**config.mk**
```make
export PLATFORM = sky130hd
export DESIGN_NAME = i2s_rx_deser
export DESIGN_NICKNAME = d
export VERILOG_FILES = /design/src/rtl/eq_pkg.sv /design/src/rtl/i2s_rx_deser_sync_edge.sv /design/src/rtl/i2s_rx_deser.sv
export SDC_FILE = /design/constraint.sdc
export NUM_CORES = 1
export LEC_CHECK = 0
export ABC_AREA = 1
export CAP_MARGIN = 20
export CORE_ASPECT_RATIO = 1.5
export CORE_MARGIN = 8
export CORE_UTILIZATION = 40
export DETAILED_ROUTE_END_ITERATION = 10
export GPL_ROUTABILITY_DRIVEN = 0
export SYNTH_ARGS = -nofsm -noshare
export SYNTH_HDL_FRONTEND = slang
export SYNTH_SLANG_ARGS = --single-unit
export TNS_END_PERCENT = 30
```
**constraint.sdc**
```tcl
create_clock -name clk -period 3.81 [get_ports clk]
set_input_delay 0.762 -clock clk [delete_from_list [all_inputs] [get_ports clk]]
set_output_delay 0.762 -clock clk [all_outputs]
set_load 0.05 [all_outputs]
```
**src/rtl/eq_pkg.sv**
```systemverilog
// Shared types and defaults for the equalizer core front end (I2S receive path).
package eq_pkg;

    typedef enum logic [1:0] {
        SYNC,
        LEFT,
        RIGHT
    } i2s_state_t;

    localparam int I2S_DATA_W   = 24;
    localparam int SMPL_W       = 16;
    localparam int SCLK_MIN_DIV = 8;

endpackage

```
**src/rtl/i2s_rx_deser_sync_edge.sv**
```systemverilog
// Two-flop synchronizer with one extra delay flop; provides the synced level
// plus single-clk rise/fall pulses.
module sync_edge (
    input  logic clk,
    input  logic rst_n,
    input  logic d,
    output logic q,
    output logic rise,
    output logic fall
);

    logic s1, s2, s3;

    always_ff @(posedge clk or negedge rst_n) begin
        if (!rst_n) begin
            s1 <= 1'b0;
            s2 <= 1'b0;
            s3 <= 1'b0;
        end else begin
            s1 <= d;
            s2 <= s1;
            s3 <= s2;
        end
    end

    assign q    = s2;
    assign rise = s2 & ~s3;
    assign fall = ~s2 & s3;

endmodule

```
**src/rtl/i2s_rx_deser.sv**
```systemverilog
// I2S ADC receiver: oversamples SCLK/LRCLK/SDin on clk and emits coherent
// left/right pairs with a one-clk valid. Define I2S_FRAME_ERR_EN for frame_err.
module i2s_rx_deser
    import eq_pkg::*;
#(
    parameter int DATA_W = I2S_DATA_W,
    parameter int OUT_W  = SMPL_W
) (
    input  logic             clk,
    input  logic             rst_n,
    input  logic             SCLK,
    input  logic             LRCLK,
    input  logic             SDin,
    output logic [OUT_W-1:0] lft_smpl,
    output logic [OUT_W-1:0] rht_smpl,
    output logic             valid,
    output logic             frame_err
);

    localparam int CNT_W = $clog2(DATA_W + 1);
    localparam logic [CNT_W-1:0] CNT_FULL = CNT_W'(DATA_W);

    logic sclk_rise, sclk_q_unused, sclk_fall_unused;
    logic lr_s, lr_rise_unused, lr_fall_unused;
    logic sd_s, sd_rise_unused, sd_fall_unused;

    sync_edge u_sclk (.clk(clk), .rst_n(rst_n), .d(SCLK),
                      .q(sclk_q_unused), .rise(sclk_rise), .fall(sclk_fall_unused));
    sync_edge u_lrclk (.clk(clk), .rst_n(rst_n), .d(LRCLK),
                       .q(lr_s), .rise(lr_rise_unused), .fall(lr_fall_unused));
    sync_edge u_sdin (.clk(clk), .rst_n(rst_n), .d(SDin),
                      .q(sd_s), .rise(sd_rise_unused), .fall(sd_fall_unused));

    i2s_state_t        state, state_nxt;
    logic              lr_prev;
    logic [CNT_W-1:0]  cnt;
    logic [DATA_W-1:0] shreg, shreg_nxt;
    logic [OUT_W-1:0]  lft_stage;
    logic              left_ok, done;
    logic              delay_bit, shift_en, word_done, err_evt;

    // The first SCLK rise after an LRCLK change carries the previous word's LSB.
    assign delay_bit = sclk_rise & (lr_s != lr_prev);
    assign shift_en  = sclk_rise & ~delay_bit & (cnt != CNT_FULL);
    assign word_done = shift_en & (cnt == CNT_FULL - 1'b1);
    assign shreg_nxt = {shreg[DATA_W-2:0], sd_s};

    always_ff @(posedge clk or negedge rst_n) begin
        if (!rst_n) state <= SYNC;
        else        state <= state_nxt;
    end

    always_comb begin
        state_nxt = state;
        err_evt   = 1'b0;
`ifdef I2S_FRAME_ERR_EN
        if (delay_bit && state != SYNC)
            err_evt = (cnt != CNT_FULL) || (state == LEFT && !lr_s) || (state == RIGHT && lr_s);
`endif
        case (state)
            SYNC:    if (delay_bit && !lr_s) state_nxt = LEFT;
            LEFT:    if (delay_bit && lr_s)  state_nxt = RIGHT;
            RIGHT:   if (delay_bit && !lr_s) state_nxt = LEFT;
            default: state_nxt = SYNC;
        endcase
        if (err_evt) state_nxt = SYNC;
    end

    always_ff @(posedge clk or negedge rst_n) begin
        if (!rst_n) begin
            lr_prev   <= 1'b1;
            cnt       <= '0;
            shreg     <= '0;
            lft_stage <= '0;
            left_ok   <= 1'b0;
            done      <= 1'b0;
            valid     <= 1'b0;
            lft_smpl  <= '0;
            rht_smpl  <= '0;
        end else begin
            done  <= 1'b0;
            valid <= done;
            // shreg is frozen once the right word is full, so it is safe to read here
            if (done) begin
                lft_smpl <= lft_stage;
                rht_smpl <= shreg[DATA_W-1 -: OUT_W];
            end
            if (sclk_rise) lr_prev <= lr_s;
            if (delay_bit) begin
                cnt <= '0;
                if (state_nxt != RIGHT) left_ok <= 1'b0;
            end else if (shift_en) begin
                shreg <= shreg_nxt;
                cnt   <= cnt + 1'b1;
                if (word_done && state == LEFT) begin
                    lft_stage <= shreg_nxt[DATA_W-1 -: OUT_W];
                    left_ok   <= 1'b1;
                end
                if (word_done && state == RIGHT && left_ok) begin
                    done    <= 1'b1;
                    left_ok <= 1'b0;
                end
            end
        end
    end

`ifdef I2S_FRAME_ERR_EN
    always_ff @(posedge clk or negedge rst_n) begin
        if (!rst_n)       frame_err <= 1'b0;
        else if (err_evt) frame_err <= 1'b1;
    end
`else
    assign frame_err = 1'b0;
`endif

endmodule

```
### Word level (Yosys, flattened, before mapping)

Index checks and enable logic that the tools add are counted.
W data, S select, Z words.

* register bits: 90
* output and inout port bits: 34
* ROM bits: 0
* input port bits: 5
* memories: 0
* bits in writable memories: 0
* bits in latches: 0

* div/mod/pow operators: 0
* order comparisons: 0
* add/sub/neg operators: 1
* bitwise logic cells: 7
* mux-type cells: 13
* reduce and logical (&&, ||, !) cells: 13
* multiply operators: 0
* equal/unequal tests: 7
* shift operators: 0

Operator list (number)
* $mux W5: 2
* $mux W1: 8
* $reduce_and A3 Y1: 2
* $add A5 B1 Y5 const B: 1
* $and A1 B1 Y1: 5
* $eq A5 B5 Y1 const B: 1
* $logic_and A1 B1 Y1: 5
* $ne A5 B5 Y1 const B: 1
* $mux W2: 2
* $pmux W2 S2: 1
* $reduce_bool A3 Y1: 1
* $eq A2 B1 Y1 const B: 1
* $eq A2 B2 Y1 const B: 1
* $logic_not A2 Y1: 1
* $ne A2 B1 Y1 const B: 1
* $ne A2 B2 Y1 const B: 1
* $not A1 Y1: 2
* $reduce_and A2 Y1: 1
* $reduce_bool A2 Y1: 1
* $reduce_or A2 Y1: 1
* $logic_not A1 Y1: 1
* $ne A1 B1 Y1: 1

### Logic depth before layout (Yosys ltp)

Gate-level depths: netlist (run 1).

* depth in word-level cells: 12
* depth in mapped cells: 9
* depth with buffers taken out: 9

### Cells and area by module

From an unflattened synthesis (run 1), not the netlist that was laid out.

* cell total of the unflattened synthesis: 338
* area, all modules: 3589.7 µm²

By module, submodules not included
* i2s_rx_deser: cells an instance 317, area each 3319.4 µm², sequential area each 2078.2 µm², times used 1
* sync_edge: cells an instance 7, area each 90.1 µm², sequential area each 75.1 µm², times used 3

### Worst setup path after synthesis (run 1)

Ideal clock, no wire load.

* kind: reg2out
* start: reg rht_smpl[0]
* end: out rht_smpl[0]
* stages on the path, launching flop included: 1
* setup slack: 2.447 ns
* arrival: 0.601 ns
* path buffers: 0
* path through: dfrtp_1

RTL lines
* start, declared: RTL line i2s_rx_deser.sv:15 `output logic [OUT_W-1:0] rht_smpl,`
* start signal, assigned: RTL line i2s_rx_deser.sv:86 `rht_smpl <= shreg[DATA_W-1 -: OUT_W];`

No word-level cell between the ends.

### Worst setup path in the final report (run 1)

* start: reg rht_smpl[10]
* end: out rht_smpl[10]

No word-level cell between the ends.

==> results of run 1 <==
==> final timing paths <==
kind	start	end	cells past startpoint
max in group asynchronous	rst_n	rht_smpl[2]$_DFFE_PN0P_	2
min reg2reg	u_sdin.s1$_DFF_PN0_	u_sdin.q$_DFF_PN0_	0
max	rht_smpl[10]$_DFFE_PN0P_	rht_smpl[10]	1
max reg2reg	cnt[0]$_DFFE_PN0P_	cnt[0]$_DFFE_PN0P_	8
min	u_sdin.s1$_DFF_PN0_	u_sdin.q$_DFF_PN0_	0
min in group asynchronous	rst_n	lft_smpl[1]$_DFFE_PN0P_	1
==> power by group through the flow <==
stage | Sequential, W | Combinational, W | Clock [W]
after detailed placement | 0.00106 | 0.000123 | 0
after floorplan | 0.00105 | 0.0000882 | 0
after CTS | 0.00104 | 0.000126 | 0.000843
final | 0.00104 | 0.000122 | 0.000816
after global routing | 0.00105 | 0.000143 | 0.000876
after global placement | 0.00106 | 0.000121 | 0
==> flip-flops by register name (all words and copies together), names as in the netlist, 2 cells and up <==
signal     count
lft_smpl      16
cnt            5
lft_stage     16
shreg         24
rht_smpl      16
state          2
==> synth_stat cells <==
master    number
inv_1         31
conb_1         1
clkbuf_2       1
o21ai_1        8
dfstp_2        1
mux2_2        17
buf_6          4
dfrtp_1       89
inv_2          1
ha_1           2
nand2_2        1
buf_2          4
nor2_2         1
nor2_1        23
or2_2          1
xor2_1         2
nand2_1       71
nand4_4        1
nand4_1        2
o21ai_0       19
o21ai_2       12
clkbuf_1       1
a21oi_1       16
buf_4          4
nor2_4         3
nand3_1       11
==> layer usage <==
metal	share of wire	wire length, um	global-route usage
met5	0	0	0
met4	0.031	187	0.0800
met3	0.044	263	0.0303
met1	0.43	2610	0.121
met2	0.49	2950	0.179
==> metrics by stage <==
stage	cells	hold WS (ns)	instance area (um^2)	total power, W	util
floorplan	327	0.331	3530	0.00114	-
global placement	463	0.332	3950	0.00118	0.453
detailed placement	463	0.336	3950	0.00118	0.453
CTS	479	0.351	4240	0.00201	0.486
global route	479	0.362	4240	0.00206	0.486
finish	479	0.349	4240	0.00198	0.486
==> cell type report <==
| class | instances | area (um^2) |
|---|---|---|
| inverters | 32 | 120 |
| fillers | 821 | 4490 |
| multi-input cells | 191 | 1050 |
| well taps | 110 | 138 |
| flip-flops and latches | 90 | 2250 |
| repair buffers | 40 | 390 |
| clock inverters | 5 | 38.8 |
| clock buffers | 11 | 243 |
==> kinds of logic after synthesis <==
group                      Yosys count  synth area share
and+or+nand+nor                    114             0.140
xor gates and xnor gates             2           0.00496
AOI/OAI and AO/OA                   55            0.0907
muxes                               17            0.0542
other                                1           0.00106
DFF                                 90             0.638
buffers and inverters               46            0.0634
adders and majority gates            2           0.00709
==> impl_metrics.env, run 1 <==
export IMPL_status="completed"
export IMPL_vias_per_cell=4.67
export IMPL_worstMarginPinSlew_ns=0.822
export IMPL_hold_buffers=0
export IMPL_drive_above_1_share=0.154
export IMPL_gr_total_overflow=0
export IMPL_drt_wl_total_um=6010
export IMPL_hold_viol_final=0
export IMPL_cts_setup_buffers=0
export IMPL_grt_pass1_wl_um=10300
export IMPL_fin_skew_ns=0.00611
export IMPL_cts_resized=0
export IMPL_grt_usage=0.110
export IMPL_fp_coreArea_um2=8720
export IMPL_root_buffer="clkbuf_16"
export IMPL_ir_worst_vdd_mv=0.252
export IMPL_synth_top_area_cell="dfrtp_1"
export IMPL_cp_end_kind="output port"
export IMPL_clk_pin_slew_ns=0.06
export IMPL_power_density_nw_per_um2=467
export IMPL_yosysWarnings=0
export IMPL_final_common_cell="dfrtp_1"
export IMPL_initial_core_util=0.405
export IMPL_dr_pass1_iters=4
export IMPL_hp_class="reg -> reg"
export IMPL_clockPowerShare=0.413
export IMPL_critPathMaxStageDelay_ns=0.81
export IMPL_finalCriticalPeriod_ns=2.27
export IMPL_p_leak_nw=1.99
export IMPL_syn_nets=334
export IMPL_critical_path_class="reg -> out"
export IMPL_crit_path_cell_trace="clkdlybuf4s50_1"
export IMPL_rsz0062_at_grt="no"
export IMPL_post_place_ws_ns=1.72
export IMPL_cp_slowest_cell="clkdlybuf4s50_1"
export IMPL_setup_tns_ns=0
export IMPL_cts_sinks=90
export IMPL_cts_tree="done"
export IMPL_synth_area_leaders="dfrtp_1 (63%), nand2_1 (7.6%), mux2_2 (5.4%)"
export IMPL_syn_to_final_growth_pct=20.0
export IMPL_io_buffers=37
export IMPL_path_buf_inv=1
export IMPL_fmax_mhz=440
export IMPL_drt_iter0_markers=95
export IMPL_synth_seq_area_share=0.638
export IMPL_drv_slew=0
export IMPL_crit_path_start_kind="flop"
export IMPL_final_cell_mix="dfrtp_1 (89), nand2_1 (71), clkdlybuf4s50_1 (36)"
export IMPL_intPower_w=0.00151
export IMPL_clockBufferDepth=2
export IMPL_final_nets=371
export IMPL_dieArea_um2=12100
export IMPL_worst_slack_ns=1.54
export IMPL_cts_made_buffers=9
export IMPL_die_x_um=92.7
export IMPL_drcViolationCount=0
export IMPL_required_ns=3.05
export IMPL_via_count=2235
export IMPL_syn_area_um2=3530
export IMPL_n_antenna_cell=0
export IMPL_drv_cap=0
export IMPL_antenna_found_initial=0
export IMPL_wl_per_cell_um=12.5
export IMPL_critPathTopFamily="buffers and inverters"
export IMPL_grt_max_degree=49
export IMPL_p_sw_frac=0.237
export IMPL_p_sw_w=0.000470
export IMPL_ios=39
export IMPL_syn_avg_cell_area_um2=10.8
export IMPL_syn_inst=327
export IMPL_p_seq_frac=0.526
export IMPL_antenna_left=0
export IMPL_synth_top_area_share=0.631
export IMPL_post_route_period_util=0.597
export IMPL_slew_headroom=0.451
export IMPL_synth_seq_cells=90
export IMPL_ff2ff_setup_slack_ns=1.71
export IMPL_crit_fanout=2
export IMPL_finalSetupViolCount=0
export IMPL_worstPathArrival_ns=1.51
export IMPL_hpwlAfterDp_um=4030
export IMPL_grt_pass1_vias=2255
export IMPL_placementRows=42
export IMPL_p_comb_frac=0.062
export IMPL_ctsHtreeMaxLevel=3
export IMPL_yosysUniqueCellTypes=26
export IMPL_dieHeight_um=131
export IMPL_worstSkewPairLatency_ns=0.34
Note: power is estimated with default switching activity, not from simulation.
==> inputs of run 2 (changes only) <==
- clock period: 3.81 -> 2.1 ns (I/O delays scaled with it)
==> run 2 against run 1 <==
  * Combinational power grew 93%
  * Final area grew 0.41%
  * Critical path depth is the same
  * Sequential power grew 82%
  * Final cell count grew 0.21%
  * Non-clock buffer count grew 2
  * Die area is the same
  * Critical endpoint is now lft_smpl[12]
  * Largest cell class unchanged
  * Largest power group unchanged
==> impl_metrics.env, run 2 (synthesized netlist as in run 1, its figures left out) <==
export IMPL_rsz0062_at_grt="no"
export IMPL_path_buf_inv=1
export IMPL_cp_slowest_cell="clkdlybuf4s50_1"
export IMPL_n_antenna_cell=0
export IMPL_initial_core_util=0.405
export IMPL_gr_total_overflow=0
export IMPL_critPathTopFamily="buffers and inverters"
export IMPL_register_area_um2=2250
export IMPL_clockBufferDepth=2
export IMPL_crit_path_start_kind="flop"
export IMPL_finalCriticalPeriod_ns=1.91
export IMPL_slew_headroom=0.638
export IMPL_syn_to_final_growth_pct=20.5
export IMPL_cts_tree="done"
export IMPL_r2r_end="lft_stage[11]$_DFFE_PN0P_"
export IMPL_drt_iter0_markers=109
export IMPL_drv_cap=0
export IMPL_antenna_left=0
export IMPL_cts_resized=0
export IMPL_root_buffer="clkbuf_16"
export IMPL_dr_pass1_iters=4
export IMPL_antenna_found_initial=0
export IMPL_drive_above_1_share=0.157
export IMPL_hold_viol_final=0
export IMPL_drt_met1_wl_um=2520
export IMPL_hpwlAfterDp_um=4250
export IMPL_grt_max_degree=43
export IMPL_cts_setup_buffers=0
export IMPL_grt_usage=0.112
export IMPL_setup_tns_ns=0
export IMPL_drt_wl_total_um=6060
export IMPL_drcViolationCount=0
export IMPL_ios=39
export IMPL_io_buffers=37
export IMPL_fin_skew_ns=0.00268
export IMPL_post_route_period_util=0.909
export IMPL_dieHeight_um=131
export IMPL_clk_pin_slew_ns=0.06
export IMPL_final_nets=373
export IMPL_via_count=2247
export IMPL_worstMarginPinSlew_ns=0.542
export IMPL_ir_worst_vdd_mv=0.505
export IMPL_hp_class="in -> async"
export IMPL_stdcell_count=480
export IMPL_r2r_start="lr_prev$_DFFE_PN1P_"
export IMPL_dr_max_layer_used="met4"
export IMPL_cp_end_kind="output port"
export IMPL_hold_buffers=0
export IMPL_met3_length_um=297
export IMPL_crit_fanout=2
export IMPL_crit_path_cell_trace="clkdlybuf4s50_1"
export IMPL_largest_reg_flops=24
export IMPL_cts_made_buffers=9
export IMPL_reg2reg_depth=7
export IMPL_ctsHtreeMaxLevel=3
export IMPL_startpoint="lft_smpl[12]$_DFFE_PN0P_"
export IMPL_critical_path_class="reg -> out"
export IMPL_wl_per_cell_um=12.6
export IMPL_status="completed"
export IMPL_grt_pass1_wl_um=10600
export IMPL_multi_input_area_um2=1050
export IMPL_ff2ff_setup_slack_ns=0.33
export IMPL_final_cell_mix="dfrtp_1 (89), nand2_1 (71), clkdlybuf4s50_1 (36)"
export IMPL_fmax_mhz=524
export IMPL_worstSkewPairLatency_ns=0.33
export IMPL_fp_coreArea_um2=8720
export IMPL_path_depth=1
export IMPL_route_met2_wl_um=3090
export IMPL_final_common_cell="dfrtp_1"
export IMPL_finalSetupViolCount=0
export IMPL_setup_worst_path_end="lft_smpl[12]"
export IMPL_dp_cells=465
export IMPL_placementRows=42
export IMPL_dieArea_um2=12100
export IMPL_p_leak_nw=2.00
export IMPL_nFillCells=839
export IMPL_cts_sinks=90
export IMPL_vias_per_cell=4.68
export IMPL_required_ns=1.68
export IMPL_drv_slew=0
export IMPL_die_x_um=92.7
export IMPL_critPathMaxStageDelay_ns=0.81
export IMPL_worstPathArrival_ns=1.49
export IMPL_top_register="shreg"
export IMPL_power_density_nw_per_um2=838
export IMPL_grt_pass1_vias=2236
## run 2: where the power goes
part | internal [W] | leakage (nW) | switching (W)
Clock | 0.000853 | 0.138 | 0.000591
Combinational | 0.0000756 | 0.635 | 0.000160
Sequential | 0.00183 | 1.23 | 0.0000572
Total | 0.00276 | 2.00 | 0.000808
## run 2: how the worst min path moves through the flow
stage / startpoint / end / slack [ns] / cells after the start
6_report: rst_n / lft_smpl[3]$_DFFE_PN0P_ / 0.04 / 1
5_1_grt: rst_n / rht_smpl[2]$_DFFE_PN0P_ / 0.06 / 1
4_1_cts: rst_n / lft_stage[4]$_DFFE_PN0P_ / 0.04 / 1
3_5_place_dp: u_lrclk.s1$_DFF_PN0_ / u_lrclk.q$_DFF_PN0_ / 0.34 / 0
3_3_place_gp: u_sclk.s1$_DFF_PN0_ / u_sclk.q$_DFF_PN0_ / 0.33 / 0
2_1_floorplan: rst_n / cnt[0]$_DFFE_PN0P_ / 0.12 / 0
## run 2: metal layers
layer / vias to the layer above / GRT usage
met5: - / 0
met4: 0 / 0.0714
met3: 10 / 0.0332
met2: 40 / 0.181
met1: 1082 / 0.127
li1: 1115 / -
## run 2: cell type report
type | count | share of cell area
clock buffer | 12 | 0.0603
clock inverter | 3 | 0.00353
inverter | 32 | 0.0282
multi-input combinational | 191 | 0.247
sequential | 90 | 0.530
tap | 110 | 0.0324
timing repair buffer | 42 | 0.0983
## run 2: metrics by stage
stage          hold slack [ns]  setup WS (ns)  instance area (um^2)  utilization  power, W
3_3_place_gp             0.333          0.395                  3980        0.456   0.00214
4_1_cts                 0.0415          0.165                  4250        0.488   0.00363
3_5_place_dp             0.336          0.332                  3980        0.456   0.00216
2_1_floorplan            0.124          0.740                  3530            -   0.00206
5_1_grt                 0.0610          0.133                  4250        0.488   0.00373
6_report                0.0410          0.191                  4250        0.488   0.00357
